--- src/rtl/alu_rs_scheduler.sv ---
// ALU reservation-station scheduler.
// Picks a free station for each dispatched ALU op, starts one ready station at
// a time on the shared ALU (round-robin), and holds the result until the CDB
// arbiter grants the broadcast.
//
// Handshakes:
//   issue  : an op is loaded when issue_valid && issue_ready at a rising edge;
//            issue_ld is the one-hot load strobe for that same edge.
//   cdb    : cdb_req stays high (and alu_sel stable) until the edge where
//            cdb_gnt is high; the result is consumed at that edge.
module alu_rs_scheduler #(
  parameter  int NUM_RS  = 3,
  parameter  int ALU_LAT = 1,
  localparam int SELW    = $clog2(NUM_RS)
) (
  input  logic              clk,
  input  logic              rst_n,
  input  logic              flush,
  input  logic              issue_valid,
  output logic              issue_ready,
  output logic [NUM_RS-1:0] issue_ld,
  input  logic [NUM_RS-1:0] rs_busy,
  input  logic [NUM_RS-1:0] rs_ready,
  output logic [NUM_RS-1:0] exec_start,
  output logic [SELW-1:0]   alu_sel,
  output logic              cdb_req,
  input  logic              cdb_gnt,
  output logic [1:0]        dbg_state,
  output logic [SELW-1:0]   dbg_rr_ptr
);

  localparam int                LATW     = (ALU_LAT > 1) ? $clog2(ALU_LAT) : 1;
  localparam logic [LATW-1:0]   LAT_LOAD = LATW'(ALU_LAT - 1);
  localparam logic [SELW-1:0]   LAST_IDX = SELW'(NUM_RS - 1);
  localparam logic [NUM_RS-1:0] ONE_HOT0 = NUM_RS'(1);

  generate
    if (NUM_RS < 2) begin : g_bad_num_rs
      $error("alu_rs_scheduler: NUM_RS must be >= 2");
    end
    if (ALU_LAT < 1) begin : g_bad_alu_lat
      $error("alu_rs_scheduler: ALU_LAT must be >= 1");
    end
  endgenerate

  typedef enum logic [1:0] {
    ST_IDLE   = 2'd0,
    ST_EXEC   = 2'd1,
    ST_RESULT = 2'd2
  } state_e;

  state_e            state_q, state_d;
  logic [SELW-1:0]   rr_ptr_q, rr_ptr_d;
  logic [SELW-1:0]   alu_sel_q, alu_sel_d;
  logic [LATW-1:0]   lat_cnt_q, lat_cnt_d;

  logic [NUM_RS-1:0] free;
  logic [NUM_RS-1:0] issue_oh;
  logic [NUM_RS-1:0] elig;
  logic [NUM_RS-1:0] start_oh;
  logic              found_hi, found_lo;
  logic [SELW-1:0]   pick_hi, pick_lo, pick_idx;

  // Issue path: lowest-index free station gets the load strobe.
  always_comb begin
    free     = ~rs_busy;
    issue_oh = '0;
    for (int i = NUM_RS - 1; i >= 0; i--) begin
      if (free[i]) begin
        issue_oh    = '0;
        issue_oh[i] = 1'b1;
      end
    end
    issue_ready = rst_n & (|free) & ~flush;
    issue_ld    = (issue_valid & issue_ready) ? issue_oh : '0;
  end

  // Round-robin pick: lowest eligible index at/after rr_ptr, else wrap to lowest overall.
  always_comb begin
    elig     = rs_ready & rs_busy;
    found_hi = 1'b0;
    found_lo = 1'b0;
    pick_hi  = '0;
    pick_lo  = '0;
    for (int i = NUM_RS - 1; i >= 0; i--) begin
      if (elig[i]) begin
        found_lo = 1'b1;
        pick_lo  = SELW'(i);
        if (SELW'(i) >= rr_ptr_q) begin
          found_hi = 1'b1;
          pick_hi  = SELW'(i);
        end
      end
    end
    pick_idx = found_hi ? pick_hi : pick_lo;
  end

  // Next-state logic; flush overrides everything and drops any pending result.
  always_comb begin
    state_d   = state_q;
    rr_ptr_d  = rr_ptr_q;
    alu_sel_d = alu_sel_q;
    lat_cnt_d = lat_cnt_q;
    start_oh  = '0;
    if (flush) begin
      state_d   = ST_IDLE;
      rr_ptr_d  = '0;
      alu_sel_d = '0;
      lat_cnt_d = '0;
    end else begin
      case (state_q)
        ST_IDLE: begin
          if (found_lo) begin
            start_oh  = ONE_HOT0 << pick_idx;
            alu_sel_d = pick_idx;
            lat_cnt_d = LAT_LOAD;
            state_d   = ST_EXEC;
          end
        end
        ST_EXEC: begin
          if (lat_cnt_q == '0) begin
            state_d = ST_RESULT;
          end else begin
            lat_cnt_d = lat_cnt_q - 1'b1;
          end
        end
        ST_RESULT: begin
          if (cdb_gnt) begin
            state_d  = ST_IDLE;
            rr_ptr_d = (alu_sel_q == LAST_IDX) ? '0 : alu_sel_q + 1'b1;
          end
        end
        default: state_d = ST_IDLE;
      endcase
    end
  end

  // State registers with asynchronous active-low reset.
  always_ff @(posedge clk or negedge rst_n) begin
    if (!rst_n) begin
      state_q   <= ST_IDLE;
      rr_ptr_q  <= '0;
      alu_sel_q <= '0;
      lat_cnt_q <= '0;
    end else begin
      state_q   <= state_d;
      rr_ptr_q  <= rr_ptr_d;
      alu_sel_q <= alu_sel_d;
      lat_cnt_q <= lat_cnt_d;
    end
  end

  // exec_start is combinational from IDLE, so reset must also gate it.
  assign exec_start = start_oh & {NUM_RS{rst_n}};
  assign cdb_req    = (state_q == ST_RESULT);
  assign alu_sel    = alu_sel_q;
  assign dbg_state  = state_q;
  assign dbg_rr_ptr = rr_ptr_q;

endmodule

--- config.mk ---
export PLATFORM = sky130hd
export DESIGN_NAME = alu_rs_scheduler
export DESIGN_NICKNAME = d
export VERILOG_FILES = /design/src/rtl/alu_rs_scheduler.sv
export SDC_FILE = /design/constraint.sdc
export NUM_CORES = 1
export LEC_CHECK = 0
export BUFFER_PORTS_ARGS = -buffer_cell sky130_fd_sc_hd__buf_4
export CAP_MARGIN = 20
export CORE_AREA = 10 10 47 49
export DETAILED_ROUTE_END_ITERATION = 10
export DIE_AREA = 0 0 57 59
export SYNTH_ARGS = -nofsm -noshare
export SYNTH_HDL_FRONTEND = slang
export SYNTH_SLANG_ARGS = --single-unit
export TNS_END_PERCENT = 100
--- constraint.sdc ---
create_clock -name clk -period 1.35 [get_ports clk]
set_clock_uncertainty 0.15 [all_clocks]
set_input_delay 0.0675 -clock clk [delete_from_list [all_inputs] [get_ports clk]]
set_output_delay 0.0675 -clock clk [all_outputs]
set_load 0.02 [all_outputs]
# After elaboration in Yosys (flattened, before gate mapping)
# Index checks and enable logic that the tools add are counted.
dict set report op_classes {
  add_sub_neg 2
  mul 0
  div_mod_pow 0
  n_lt_le_gt_ge 3
  n_eq_ne 6
  n_shift 1
  muxes 42
  bitwise 7
  n_reduce_logical 11
}
# operator n
set ops {}
lappend ops {{two-way mux 2 bit} 21}
lappend ops {{two-way mux 3 bit} 7}
lappend ops {{two-way mux 1 bit} 12}
lappend ops {{nonzero test 2 bit} 4}
lappend ops {{bitwise AND 3 bit} 2}
lappend ops {{inequality test 3 bit, second input constant} 2}
lappend ops {{case mux 2 bit (3 select lines)} 1}
lappend ops {{AND reduction 2 bit} 3}
lappend ops {{== test 2 bit, second input constant} 2}
lappend ops {{>= comparator 1 x 2 -> 1 bit, first input constant} 2}
lappend ops {{bitwise AND 1 bit} 3}
lappend ops {{inequality test 3 x 2 -> 1 bit, second input constant} 1}
lappend ops {{inverter 3 bit} 1}
lappend ops {{AND reduction 3 bit} 1}
lappend ops {{nonzero test 3 bit} 1}
lappend ops {{OR reduction 3 bit} 1}
lappend ops {{left shift 1 x 2 -> 3 bit, first input constant} 1}
lappend ops {{adder 2 x 1 -> 2 bit, second input constant} 1}
lappend ops {{== test 2 x 1 -> 1 bit, second input constant} 1}
lappend ops {{>= comparator 2 bit, first input constant} 1}
lappend ops {{logical NOT 2 bit} 1}
lappend ops {{case mux 1 bit (2 select lines)} 1}
lappend ops {{inverter 1 bit} 1}
lappend ops {{subtractor 1 bit, second input constant} 1}
dict set report word_totals {
  reg_bits 7
  latchBits 0
  ramBits 0
  romBits 0
  in_bits 11
  output_inout_bits 14
  elab_cells 76
  mem_count 0
}

# Depth between registers and ports, before layout
dict set report logic_depth {
  depth_word 13
  ltp_mapped 3
  ltp_nobuf 3
}

# Worst setup path before layout
# Ideal clock, no wire load.
dict set report synth_timing {
  path_type {flip-flop to output port}
  startpoint {register rr_ptr_q[0], in the netlist dbg_rr_ptr[0]}
  endpoint {output exec_start[0]}
  arrival_time_ns 1.401
  t_required_ns 1.133
  path_slack_ns -0.268
  path_stages_with_launch 4
  cell_sequence {dfrtp_1 > nor2b_1 > or3b_1 > a211oi_2}
}
dict set report synth_via {
  elab_chain_cells 13
  word_cells_on_any_way 21
  cone_classes {3 x order compare; 1 x shift; 16 x mux; 1 x bitwise}
}
# item line
set synth_rtl {}
lappend synth_rtl {{start, declared} 53} ;# logic [SELW-1:0] rr_ptr_q, rr_ptr_d;
lappend synth_rtl {{start signal, assigned} 147} ;# rr_ptr_q <= rr_ptr_d;
lappend synth_rtl {{>= comparator 2 bit} 89} ;# if (SELW'(i) >= rr_ptr_q) begin
lappend synth_rtl {{two-way mux 1 bit or two-way mux 2 bit (tied branches)} 89}
lappend synth_rtl {{two-way mux 1 bit or two-way mux 2 bit (tied branches)} 86} ;# if (elig[i]) begin
lappend synth_rtl {{two-way mux 1 bit or two-way mux 2 bit (tied branches)} 89}
lappend synth_rtl {{two-way mux 1 bit or two-way mux 2 bit (tied branches)} 86}
lappend synth_rtl {{two-way mux 1 bit or two-way mux 2 bit (tied branches)} 89}
lappend synth_rtl {{two-way mux 1 bit or two-way mux 2 bit (tied branches)} 86}
lappend synth_rtl {{two-way mux 2 bit (*)} 95} ;# pick_idx = found_hi ? pick_hi : pick_lo;
lappend synth_rtl {{left shift 1 x 2 -> 3 bit (*)} 114} ;# start_oh = ONE_HOT0 << pick_idx;
lappend synth_rtl {{two-way mux 3 bit (*)} 113} ;# if (found_lo) begin
lappend synth_rtl {{two-way mux 3 bit (*)} 111} ;# case (state_q)
lappend synth_rtl {{two-way mux 3 bit (*)} 105} ;# if (flush) begin
lappend synth_rtl {{bitwise AND 3 bit (*)} 154} ;# assign exec_start = start_oh & {NUM_RS{rst_n}};
lappend synth_rtl {{end, declared} 24} ;# output logic [NUM_RS-1:0] exec_start,
# Every way passes the cells marked *; elsewhere a longest branch is shown, timed or not.

# Final worst setup path
dict set report layout_timing {
  startpoint {register rr_ptr_q[1], in the netlist dbg_rr_ptr[1]}
  endpoint {output exec_start[0]}
}
# The elaborated chain is that of the path after synthesis.

==> metrics.txt <==
vias in the first global route 611; Placeable Area 0.001401 mm^2; commonest cells after routing, fill and taps aside buf_4 (36), nand2_1 (5), buf_6 (5); Post-Place Cells 103; Slew headroom 76.58%; cell area after layout 912.1 um^2; worst-skew pair later-pin latency 250 ps; Worst Hold Class in2reg; iteration count of the initial detailed-routing pass 4; port buffer count 24; Fin Setup TNS -1402 ps; max incr delay on CP 420 ps; Std-Cell Rows 14; DR WL/cell 16.04 um; synthesized instance count 50; final net count 109; largest net degree at the start of global routing 7; slowest CP cell dfrtp_2; Area Overhead vs Synth 114.4%; # clock sinks 6; H-tree depth 1; die height 59 um; # setup viols final 6; routed vias 578; most common cell after layout, fill and taps aside buf_4; startpoint types register; Die Width 57 um; Cell Pwr Density 702.4 mW/mm^2; Util after Layout 65.09%; Post-Syn Area per Cell 8.508 um^2; final std cells w/o fill 113; status finished, violations left; MaxCap Viol Count 0; f_max 559.4 MHz; CTS root buf clkbuf_4; hold_ws 17.72 ps; crit-path max FO 3; first-pass GRT wire length 2.739 mm; Final Hold Viols 0; CTS clk-pin slew, worst paths 50 ps; setup ws final -437.5 ps; post-synthesis sequential area ratio 35.29%; vias per std cell 5.115; global route overflow 0; min Tclk post-route 1787 ps; P_leak 0.4097 nW; unrepaired setup endpoints after global routing yes; asr flop ratio synth 100.0%; gpl congestion 0.7614; dpl cell area 769.5 um^2; drt drc 0; Num CTS Buffers 3; Worst Max-Slew Pin Slew 351.2 ps; Post-Place Worst Slack -164.7 ps; initial antenna violation count 0; Initial DRC Count 9; global-route usage over all layers 10.10%; Arr. time, crit path 1570 ps; yosys warns 0; die area 0.003363 mm^2; Tot Pwr 640.7 uW; failing checks setup timing; Mapped Nets 61; crit share post-route 132.4%; Diodes inserted 0; Routed WL 1.812 mm; VDD IR max 0.6400 mV; io pins 25; Initial Utilization 30.36%; Synth cell types 25; layout cells sized above 1 62.89%; fin. max-slew vios 0; Crit. End Element primary output; Main synth FF type dfrtp_1; Worst Path Required 1130 ps; Post-synth EDFFs 0; Crit Path Class reg2out; Max clock buf depth 2; CTS tree built; post-detailed-route count of antenna-violating nets 0; post-synthesis register bit count 6; CP Cell Sequence nand4b_1, or3b_4, a211oi_4, buf_6; post-DP HPWL 1.298 mm; mapped cell area 425.4 um^2
-- per-layer routing --
layer  track usage, %  wire length, um  share of wire [%]  vias up
li1                 -                -                  -      284
met4            4.027                0                  0        0
met5                0                0                  0        -
met2            17.83              984                 54       17
met1            11.15              741                 41      277
met3            2.790               85                4.7        0
-- where the power goes --
group	switching (mW)	internal, mW
Combinational	0.126	0.129
Clock	0.0736	0.113
Sequential	0.00800	0.191
-- flip-flops by register name (all words and copies together) (netlist names) --
name / flops
alu_sel: 2
dbg_rr_ptr: 2
dbg_state: 2
-- area by class of cell --
| type | count | area, um^2 |
|---|---|---|
| fillers | 130 | 489.2 |
| repair buffers | 44 | 356.6 |
| multi-input cells | 40 | 344.1 |
| flip-flops and latches | 6 | 153.9 |
| clock buffers | 4 | 26.28 |
| well taps | 16 | 20.02 |
| inverters | 3 | 11.26 |
-- cells in the mapped netlist, types with 2 or more instances --
cell type,n,area share [%]
nand2b_1,2,2.9
nor2b_1,3,4.4
a21oi_1,3,3.5
dfrtp_1,6,35
nor3_1,2,2.4
inv_1,3,2.6
nand3b_1,3,5.3
nor2_1,3,2.6
nand2_2,2,2.9
nand2_1,5,4.4
or3_1,3,4.4
o32ai_1,2,4.1
-- kinds of logic (layout without fill, tap and decap cells) --
group	after synthesis	after routing	synth area share, %
flops	6	6	35.29
simple gates	29	29	40.88
buf+inv	4	51	3.528
compound gates	11	11	20.30
-- critical path, delay by kind of cell (launching register included) --
| kind | cells | cell delay (ps) |
|---|---|---|
| AOI/OAI and AO/OA | 1 | 210 |
| buffers and inverters | 1 | 150 |
| DFF | 1 | 420 |
| and+or+nand+nor | 2 | 540 |
-- final timing paths --
kind	from	to	slack, ps	cells past startpoint
hold reg to reg	alu_sel[0]	dbg_rr_ptr[0]	410	2
min in group asynchronous	rst_n	dbg_state[1]	200	3
setup / recovery	dbg_rr_ptr[1]	exec_start[0]	-440	4
setup reg to reg	dbg_rr_ptr[0]	alu_sel[1]	-170	6
hold / removal	flush	alu_sel[1]	20	3
max in group asynchronous	rst_n	dbg_rr_ptr[0]	600	3
-- repair_timing --
| action | CTS | global route |
|---|---|---|
| buffers inserted | 2 | 3 |
| hold buffers | 3 | 0 |
| cloned | 0 | 0 |
| endpoints found under the hold margin | 11 | 0 |
| endpoints found under the setup margin | 6 | 8 |
| resized for setup | 6 | 7 |
| pin swaps | 5 | 1 |
Power figures use the tool's default switching activity.
